==> src/rtl/cpu_sequencer.sv <==
// Multi-cycle fetch/decode/execute controller driving a 256x8 program/data memory.
// Optional macro CPU_SEQ_STEP_EN adds a single-step gate on instruction fetch.
module cpu_sequencer #(
  parameter logic [7:0] RESET_PC = 8'h00
) (
  input  logic       clk,
  input  logic       reset,
`ifdef CPU_SEQ_STEP_EN
  input  logic       step,
`endif
  output logic [7:0] mem_addr,
  output logic       mem_write,
  output logic [7:0] mem_wdata,
  input  logic [7:0] mem_rdata,
  output logic [7:0] pc,
  output logic [7:0] acc_a,
  output logic [7:0] acc_b,
  output logic       carry,
  output logic       zero,
  output logic       halted
);

  typedef enum logic [2:0] {
    S_FETCH, S_DECODE, S_OPERAND, S_MEMACC, S_HALT
  } state_t;

  localparam logic [2:0] OP_ADD  = 3'd0;
  localparam logic [2:0] OP_SUB  = 3'd1;
  localparam logic [2:0] OP_LDA  = 3'd2;
  localparam logic [2:0] OP_LDB  = 3'd3;
  localparam logic [2:0] OP_STR  = 3'd4;
  localparam logic [2:0] OP_LDM  = 3'd5;
  localparam logic [2:0] OP_JMP  = 3'd6;
  localparam logic [2:0] OP_HALT = 3'd7;

  state_t     state, state_n;
  // Only the opcode field of IR is kept; the low five bits carry no meaning.
  logic [2:0] ir_op, ir_op_n;
  logic [7:0] opnd, opnd_n;
  logic [7:0] pc_n, a_n, b_n;
  logic       c_n, z_n;
  logic [8:0] alu;
  logic       fetch_go;

`ifdef CPU_SEQ_STEP_EN
  assign fetch_go = step;
`else
  assign fetch_go = 1'b1;
`endif

  always_ff @(posedge clk or negedge reset) begin
    if (!reset) begin
      state <= S_FETCH;
      pc    <= RESET_PC;
      ir_op <= 3'd0;
      opnd  <= 8'h00;
      acc_a <= 8'h00;
      acc_b <= 8'h00;
      carry <= 1'b0;
      zero  <= 1'b0;
    end else begin
      state <= state_n;
      pc    <= pc_n;
      ir_op <= ir_op_n;
      opnd  <= opnd_n;
      acc_a <= a_n;
      acc_b <= b_n;
      carry <= c_n;
      zero  <= z_n;
    end
  end

  always_comb begin
    state_n = state;
    pc_n    = pc;
    ir_op_n = ir_op;
    opnd_n  = opnd;
    a_n     = acc_a;
    b_n     = acc_b;
    c_n     = carry;
    z_n     = zero;
    alu     = 9'h000;
    case (state)
      S_FETCH: if (fetch_go) begin
        ir_op_n = mem_rdata[7:5];
        pc_n    = pc + 8'd1;
        state_n = S_DECODE;
      end
      S_DECODE: begin
        case (ir_op)
          OP_ADD, OP_SUB: begin
            // 9-bit result: bit 8 is carry for ADD and borrow for SUB.
            alu     = (ir_op == OP_ADD) ? ({1'b0, acc_a} + {1'b0, acc_b})
                                        : ({1'b0, acc_a} - {1'b0, acc_b});
            a_n     = alu[7:0];
            c_n     = alu[8];
            z_n     = (alu[7:0] == 8'h00);
            state_n = S_FETCH;
          end
          OP_HALT: state_n = S_HALT;
          default: state_n = S_OPERAND;
        endcase
      end
      S_OPERAND: begin
        pc_n    = pc + 8'd1;
        opnd_n  = mem_rdata;
        state_n = S_FETCH;
        case (ir_op)
          OP_LDA:         a_n     = mem_rdata;
          OP_LDB:         b_n     = mem_rdata;
          OP_JMP:         pc_n    = mem_rdata;
          OP_STR, OP_LDM: state_n = S_MEMACC;
          default:        state_n = S_FETCH;
        endcase
      end
      S_MEMACC: begin
        if (ir_op == OP_LDM) a_n = mem_rdata;
        state_n = S_FETCH;
      end
      S_HALT:  state_n = S_HALT;
      default: state_n = S_FETCH;
    endcase
  end

  // Memory-side outputs depend on state and registers only, never on mem_rdata.
  always_comb begin
    mem_addr  = (state == S_MEMACC) ? opnd : pc;
    mem_write = (state == S_MEMACC) && (ir_op == OP_STR);
    mem_wdata = mem_write ? acc_a : 8'h00;
    halted    = (state == S_HALT);
  end

endmodule

==> config.mk <==
export PLATFORM = sky130hd
export DESIGN_NAME = cpu_sequencer
export DESIGN_NICKNAME = d
export VERILOG_FILES = /design/src/rtl/cpu_sequencer.sv
export SDC_FILE = /design/constraint.sdc
export NUM_CORES = 1
export LEC_CHECK = 0
export ABC_AREA = 1
export CELL_PAD_IN_SITES_DETAIL_PLACEMENT = 2
export CELL_PAD_IN_SITES_GLOBAL_PLACEMENT = 2
export CORE_MARGIN = 2
export CORE_UTILIZATION = 29
export CTS_CLUSTER_SIZE = 14
export DETAILED_ROUTE_END_ITERATION = 10
export PLACE_DENSITY = 0.81
export REMOVE_ABC_BUFFERS = 1
export SYNTH_ARGS = -nofsm -noshare
export SYNTH_HDL_FRONTEND = slang
export SYNTH_SLANG_ARGS = --single-unit
==> constraint.sdc <==
create_clock -name clk -period 2.6 [get_ports clk]
set_input_delay 0.26 -clock clk [delete_from_list [all_inputs] [get_ports clk]]
set_output_delay 0.26 -clock clk [all_outputs]
set_load 0.03 [all_outputs]
==> metrics.csv, run 1 <==
stage,metric,value,unit
setup_path,cp-start-kind,flip-flop,
setup_path,cp-end-kind,output pin,
synthesis,synth.top_cell.area_share,37.6,%
synthesis,synth.avg_cell_area,7.30,µm²
synthesis,synth_cell_types,36,
routing,routed-via-count,2650,
floorplanning,die_height,99.8,µm
routing,avgRoutedWirePerCell,16.9,µm
sta,timing.fmax,407,MHz
clock_tree,cts_tree,done,
routing,route.detailed.drc,0,
global_route,grt_pass1_wl,15300,µm
cells_and_area,diodes,0,
clock_tree,cts_buffer_depth,2,
routing,via_per_inst,4.98,
synthesis,ys.warnings.count,0,
routing,drt-initial-drc-count,58,
placed_design,globalplace.congestion,0.813,
cells_and_area,layout_commonest_cell,nand2_1,
sta,worst_slew_pin_slew,988,ps
sta,finalSetupViolations,0,
floorplanning,fp.dieArea,9970,µm²
sta,setup_slack,144,ps
synthesis,synth_edf_count,0,
clock_tree,clk_latency,300,ps
sta,layout_min_cycle_time,2460,ps
clock_tree,cts.sinks,40,
sta,hold_viol,0,
synthesis,synthCells,365,
synthesis,synth_compound_area_share,17.7,%
synthesis,synth_area,2660,µm²
placed_design,pre_cts_slack,63.6,ps
setup_path,path_class,flip-flop to output pin,
clock_tree,cts-root-buf,clkbuf_8,
sta,min_period_over_period,94.5,%
setup_path,worstPathArrival,2200,ps
synthesis,synth_flop_cell,dfrtp_1,
synthesis,synth_simple_gate_area_share,28.2,%
floorplanning,num_rows,34,
synthesis,yosys.area_share.adder,5.45,%
synthesis,synth_area_leader_cell,dfrtp_1,
placed_design,dp_hpwl,6860,µm
synthesis,synth_xor_area_share,1.97,%
floorplanning,initial_core_util,30.3,%
routing,ant_nets,0,
global_route,gr-total-overflow,0,
global_route,grt_max_degree,41,
global_route,antenna_found_initial,0,
global_route,grt_pass1_vias,3035,
synthesis,synth_top_family_by_area,simple AND/OR/NAND/NOR gates,
flow_run,cap_viol_max_count,0,
synthesis,ys_seq_elements,40,
global_route,grtUsageTotal,19.3,%
routing,drt-total-wl,8970,µm
synthesis,synth-async-reset-ratio,100,%
floorplanning,die_w,99.8,µm
clock_tree,clkSlewWorstSetupHoldPaths,90,ps
clock_tree,numCtsBuffers,5,
clock_tree,cts-htree-levels,2,
routing,firstDrtPassIters,4,
setup_path,worstPathMaxFanout,14,
floorplanning,core_area,8810,µm²
cells_and_area,drive_gt1_share,14.4,%
synthesis,ys_seq_area_share,37.6,%
cells_and_area,nNetsFinal,445,
sta,relSlewSlack,34.1,%
hold_path,min_path_type,primary input to async pin,
sta,finClkSkew,9.84,ps
cells_and_area,syn_to_final_growth,30.9,%
outcome,outcome,completed,
placed_design,io_buffers,53,
floorplanning,ios,54,
synthesis,muxShareOfSynthArea,0,%
setup_path,cp.required,2340,ps
sta,drv_slew,0,
cells_and_area,final_cell_mix,"nand2_1 (106), inv_1 (48), clkdlybuf4s50_1 (40)",
synthesis,synthTopCellsByArea,"dfrtp_1 (38%), nand2_1 (15%), inv_1 (6.9%)",
## critical path: stages (launching register included)
cell and delay, ps:
dfrtp_1 460, inv_2 130, nand2_1 120, nor2_2 120
buf_4 230, nand2_1 80, o21ai_0 70, clkdlybuf4s50_1 680
## cells by family after synthesis
kind of cell | count (synthesis)
compound gates | 76
buf+inv | 60
simple gates | 172
flops | 40
fa+ha+maj | 11
xor+xnor | 6
## sequential cells by signal, summed over array words and instances (netlist names)
signal,flops
ir_op,3
state,3
acc_a,8
carry,1
zero,1
opnd,8
pc,8
acc_b,8
## cell type report
| cell class | instances | area [µm²] |
|---|---|---|
| inverters | 54 | 203 |
| clock buffers | 5 | 68.8 |
| clock inverters | 2 | 60.1 |
| repair buffers | 58 | 553 |
| well taps | 108 | 135 |
| flip-flops and latches | 40 | 1000 |
| fillers | 1027 | 5320 |
| multi-input cells | 265 | 1470 |
## through the flow
| step | hold WS (ps) | TNS [ps] | utilization (%) | area (µm²) | cells |
|---|---|---|---|---|---|
| 3_3_place_gp | 468 | 0 | 37.4 | 3290 | 524 |
| 2_1_floorplan | -35.6 | 0 | - | 2620 | 359 |
| 5_1_grt | 181 | -61.0 | 39.6 | 3490 | 532 |
| 3_5_place_dp | 481 | 0 | 37.4 | 3290 | 524 |
| 4_1_cts | 148 | 0 | 38.9 | 3420 | 531 |
| 6_report | 117 | 0 | 39.6 | 3490 | 532 |
## layer usage
metal	track usage, %	share of wire [%]	vias to the layer above
li1	-	-	1285
met1	24.5	46	1321
met2	35.3	51	38
met3	2.51	2.3	6
met4	3.48	0.84	0
met5	0	0	-
## synth_stat cells, types with 2 or more instances
library cell / n
a21oi_1: 15
buf_2: 2
buf_6: 2
clkbuf_1: 2
dfrtp_1: 40
ha_1: 10
inv_1: 49
inv_2: 5
nand2_1: 107
nand3_1: 15
nand3b_1: 3
nand4_1: 2
nor2_1: 34
nor3_1: 2
o211ai_2: 5
o21ai_0: 34
o21ai_1: 5
o21ai_2: 10
o22ai_1: 2
xor2_1: 5
## path summary, 6_finish.rpt
kind                          endpoint     start  cells after the start  slack [ps]
setup / recovery           mem_addr[1]  state[2]                      7         140
hold / removal                 opnd[7]     reset                      1         120
setup reg to reg              acc_a[5]  ir_op[2]                     15         250
hold reg to reg                  carry     carry                      2         500
max in group asynchronous     ir_op[2]     reset                      1        1820
min in group clk                 carry     carry                      2         500
## repair_timing
| action | 4_1_cts | 5_1_grt |
|---|---|---|
| hold endpoints to repair | 0 | 0 |
| gates resized for setup | 0 | 18 |
| endpoints found under the setup margin | 0 | 11 |
| hold buffers | 0 | 0 |
| setup buffers | 0 | 1 |
Power of run 1 is left out: the tool's default activity adds up to more than one toggle a clock period on the data nets, which glitch-free logic cannot reach.
==> run 2: changes to the inputs <==
Settings changed: CELL_PAD_IN_SITES_DETAIL_PLACEMENT 2 to not set, CELL_PAD_IN_SITES_GLOBAL_PLACEMENT 2 to not set, CORE_UTILIZATION 29 to 52, PLACE_DENSITY 0.81 to 0.82.
==> run 2 against run 1 <==
Clock-buffer cell count grew 1. Critical path depth unchanged. Die area down 43%. Register-to-register slack worse by 30 ps. Sequential cell count stayed put. Setup slack worse by 19 ps. Via count fell by 3.2%. Wire length decreased by 28%. First-iteration DRC count increased to 3.0 times the previous value. Highest routed layer unchanged. Critical endpoint is now mem_addr[5]. Hold slack lost 27 ps.
==> metrics.csv, run 2 (same netlist as run 1, synthesis figures left out) <==
stage,metric,value,unit
clock_tree,cts.sinks,40,
cells_and_area,final_cell_mix,"nand2_1 (107), inv_1 (49), dfrtp_1 (38), clkdlybuf4s50_1 (38)",
setup_path,crit_path_frequent_cell,nand2_1,
setup_path,path_cells,"inv_2, nand2_1, nor2_2, buf_4, nand2_1, nand2_1, clkdlybuf4s50_1",
clock_tree,cts_hold_buf,0,
clock_tree,ctsResizeCount,0,
clock_tree,cts_tree,done,
placed_design,dp.cells,484,
sta,drv_slew,0,
floorplanning,ios,54,
setup_path,path_class,flip-flop to output pin,
cells_and_area,syn_to_final_growth,26.9,%
placed_design,globalplace.congestion,0.992,
global_route,gr-total-overflow,0,
global_route,grt_pass1_wl,10600,µm
floorplanning,num_rows,26,
floorplanning,initial_core_util,53.2,%
setup_path,cp-end-kind,output pin,
routing,routed-via-count,2566,
floorplanning,core_area,5010,µm²
cells_and_area,layout.cells.non_filler,492,
setup_path,cp.required,2340,ps
routing,firstDrtPassIters,5,
sta,hold_viol,0,
placed_design,dp_hpwl,4840,µm
clock_tree,cts_buffer_depth,2,
sta,min_period_over_period,95.2,%
hold_path,min_path_type,primary input to async pin,
sta,finalSetupViolations,0,
global_route,antenna_found_initial,0,
cells_and_area,diodes,0,
global_route,grt_max_degree,41,
setup_path,slowest_stage,clkdlybuf4s50_1,
routing,via_per_inst,5.22,
setup_path,worstPathMaxFanout,11,
setup_path,critical-path-top-delay-family,buffers and inverters,
routing,drt-initial-drc-count,174,
setup_path,cp_slowest_stage_delay,660,ps
clock_tree,postCtsSetupRepairBufs,0,
clock_tree,cts-htree-levels,2,
cells_and_area,layout_commonest_cell,nand2_1,
clock_tree,numCtsBuffers,5,
global_route,grt_pass1_vias,2352,
floorplanning,die_height,75.6,µm
clock_tree,clkSlewWorstSetupHoldPaths,80,ps
sta,worst_slew_pin_slew,908,ps
setup_path,r2r-start,ir_op[2],
routing,avgRoutedWirePerCell,13.2,µm
sta,finClkSkew,7.45,ps
outcome,outcome,completed,
sta,whs,90.3,ps
sta,relSlewSlack,39.5,%
setup_path,path_buf_inv,3,
setup_path,r2r_slack,220,ps
sta,timing.fmax,404,MHz
routing,route.detailed.drc,0,
floorplanning,die_w,75.6,µm
clock_tree,cts-root-buf,clkbuf_8,
clock_tree,clk_latency,300,ps
flow_run,cap_viol_max_count,0,
setup_path,cp-startpoint,state[2],
cells_and_area,drive_gt1_share,12.6,%
setup_path,cp-start-kind,flip-flop,
routing,drt-total-wl,6490,µm
cells_and_area,nNetsFinal,442,
sta,layout_min_cycle_time,2470,ps
routing,ant_nets,0,
global_route,grtUsageTotal,24.3,%
placed_design,io_buffers,53,
floorplanning,fp.dieArea,5710,µm²
cells_and_area,fin_util,67.5,%
setup_path,worstPathArrival,2210,ps
sta,setup_tns,0,ps
## run 2: cell count changes in the layout (fill, tap and decap cells not counted), moves of 2 or more
cell,change
nor2_1,+2
nor2_2,-2
buf_4,-3
clkdlybuf4s50_1,-2
dlymetal6s2s_1,+2
## run 2: metrics by stage
step	cell area (µm²)	worst slack, ps
2_1_floorplan	2620	136
3_3_place_gp	3230	234
3_5_place_dp	3230	136
4_1_cts	3340	73.0
5_1_grt	3380	-3.24
6_report	3380	125
## run 2: path summary, 6_finish.rpt
check                              end  cells after the start
setup / recovery           mem_addr[5]                      7
min in group clk                 carry                      2
max in group asynchronous     ir_op[1]                      1
hold / removal                 opnd[7]                      1
setup reg to reg                  zero                     14
hold reg to reg                  carry                      2
## run 2: layout make-up
class	instances	area, µm²
clock buffer	6	72.6
sequential	40	1000
timing repair buffer	55	536
fill	451	1630
tap	70	87.6
multi-input combinational	265	1440
inverter	54	203
clock inverter	2	35.0
## run 2: metal layers
layer  part of all wire [%]  wire length (µm)  global-route usage, %  vias up
met1                     45              2920                   32.1     1199
li1                       -                 -                      -     1283
met4                    1.6               103                   7.80        0
met3                    5.6               363                   5.29       14
met2                     48              3100                   39.9       70
met5                      0                 0                      0        -
Power of run 2 is left out for the same reason.
==> run 3: changes to the inputs <==
Settings changed: CORE_UTILIZATION 52 to 32, PLACE_DENSITY 0.82 to not set, PLACE_DENSITY_LB_ADDON set to 0.25.
Clock period 2.6 ns to 2.7 ns, I/O delays scaled along.
==> run 3 against run 2 <==
Sequential share of layout area decreased by 0.28 points. Clock skew about the same. Design area increased by 0.96%. Via count decreased by 4.0%. Hold slack improved by 19 ps. Critical endpoint is now acc_a[6]. Largest cell class unchanged.
==> metrics.csv, run 3 (same netlist as run 1, synthesis figures left out) <==
stage,metric,value,unit
setup_path,cp-startpoint,ir_op[2],
cells_and_area,seq_area,1000,µm²
global_route,grt_max_degree,41,
setup_path,cp.depth,15,
clock_tree,cts-root-buf,clkbuf_8,
sta,layout_min_cycle_time,2460,ps
setup_path,cp-start-kind,flip-flop,
cells_and_area,diodes,0,
placed_design,pre_cts_slack,244,ps
sta,rsz0062_at_grt,false,
routing,route.detailed.drc,0,
cells_and_area,multi_input_area,1430,µm²
global_route,grtUsageTotal,16.6,%
sta,finalSetupViolations,0,
setup_path,path_class,flip-flop to flip-flop,
clock_tree,cts-htree-levels,2,
placed_design,dpl_cell_area,3280,µm²
cells_and_area,final_cell_mix,"nand2_1 (107), inv_1 (49), clkdlybuf4s50_1 (44)",
setup_path,worstPathMaxFanout,7,
hold_path,min_path_type,primary input to async pin,
outcome,outcome,completed,
clock_tree,cts_buffer_depth,2,
cells_and_area,fin_util,41.9,%
cells_and_area,syn_to_final_growth,28.1,%
floorplanning,die_height,95.2,µm
setup_path,cp_slowest_stage_delay,450,ps
sta,min_period_over_period,91.3,%
cells_and_area,fin_area,3410,µm²
routing,drt-total-wl,6850,µm
clock_tree,cts_tree,done,
cells_and_area,drive_gt1_share,12.5,%
sta,finClkSkew,7.86,ps
floorplanning,initial_core_util,32.7,%
setup_path,r2r-start,ir_op[2],
floorplanning,die_w,95.2,µm
routing,drt-initial-drc-count,86,
floorplanning,num_rows,33,
global_route,antenna_found_initial,0,
sta,hold_viol,0,
cells_and_area,layout_commonest_cell,nand2_1,
routing,avgRoutedWirePerCell,13.0,µm
routing,routed-via-count,2463,
sta,setup_tns,0,ps
cells_and_area,nFillCells,832,
setup_path,r2r_cells,15,
placed_design,dp_hpwl,5290,µm
clock_tree,numCtsBuffers,5,
cells_and_area,nNetsFinal,443,
setup_path,cp.required,2880,ps
setup_path,path_cells,"nor2_2, inv_1, nor2_1, inv_1, nand2_1, xor2_1, ha_2, a21oi_1, nand2_1, nand2_1, nand3b_1, nand2_1, nand2_1, nand2_1, o21ai_2",
floorplanning,core_area,8130,µm²
global_route,grt_pass1_vias,2519,
sta,setup_slack,235,ps
setup_path,path_buf_inv,2,
routing,ant_nets,0,
setup_path,cp-end-kind,flip-flop,
setup_path,crit_path_frequent_cell,nand2_1,
floorplanning,ios,54,
setup_path,slowest_stage,dfrtp_2,
sta,worst_slew_pin_slew,930,ps
setup_path,worstPathArrival,2640,ps
clock_tree,clkSlewWorstSetupHoldPaths,80,ps
global_route,grt_pass1_wl,11800,µm
floorplanning,fp.dieArea,9070,µm²
clock_tree,postCtsSetupRepairBufs,0,
placed_design,globalplace.congestion,0.897,
clock_tree,clk_latency,290,ps
sta,drv_slew,0,
routing,firstDrtPassIters,4,
global_route,gr-total-overflow,0,
placed_design,io_buffers,53,
sta,relSlewSlack,38.0,%
setup_path,critical-path-top-delay-family,simple AND/OR/NAND/NOR gates,
routing,via_per_inst,4.66,
clock_tree,cts.sinks,40,
sta,timing.fmax,406,MHz
flow_run,cap_viol_max_count,0,
[run 3: layer usage]
metal / track usage (%) / vias up / wire, µm
met5: 0 / - / 0
met4: 4.71 / 0 / 59
met3: 3.16 / 7 / 339
met2: 27.9 / 60 / 3260
met1: 21.6 / 1111 / 3190
li1: - / 1285 / -
[run 3: through the flow]
stage	hold WS (ps)	std cells
finish	110	528
CTS	150	528
floorplan	-25.6	359
detailed placement	474	520
global placement	463	520
global route	192	528
[run 3: area by class of cell]
class,instances,area share [%]
clock buffers,6,2.42
clock inverters,2,1.14
inverters,54,5.94
multi-input cells,265,41.8
flip-flops and latches,40,29.4
well taps,105,3.85
repair buffers,56,15.5
[run 3: what timing repair did]
action,in CTS,in global routing
endpoints found under the setup margin,0,4
hold buffers,0,0
hold endpoints to repair,0,0
gates resized for setup,0,5
[run 3: final timing paths]
path / slack [ps] / end
max reg2reg: 240 / acc_a[6]
min reg2reg: 490 / opnd[6]
min: 110 / opnd[7]
min in group clk: 490 / opnd[6]
max in group asynchronous: 1960 / ir_op[2]
max: 240 / acc_a[6]
[run 3: worst register-to-register path, delay by kind of cell, from the launching register on]
kind | cells | cell delay, ps
buffers and inverters | 2 | 210
and+or+nand+nor | 9 | 890
xor gates and xnor gates | 1 | 210
AOI/OAI and AO/OA | 2 | 260
adders and majority gates | 1 | 350
DFF | 1 | 450
Power of run 3 is left out for the same reason.
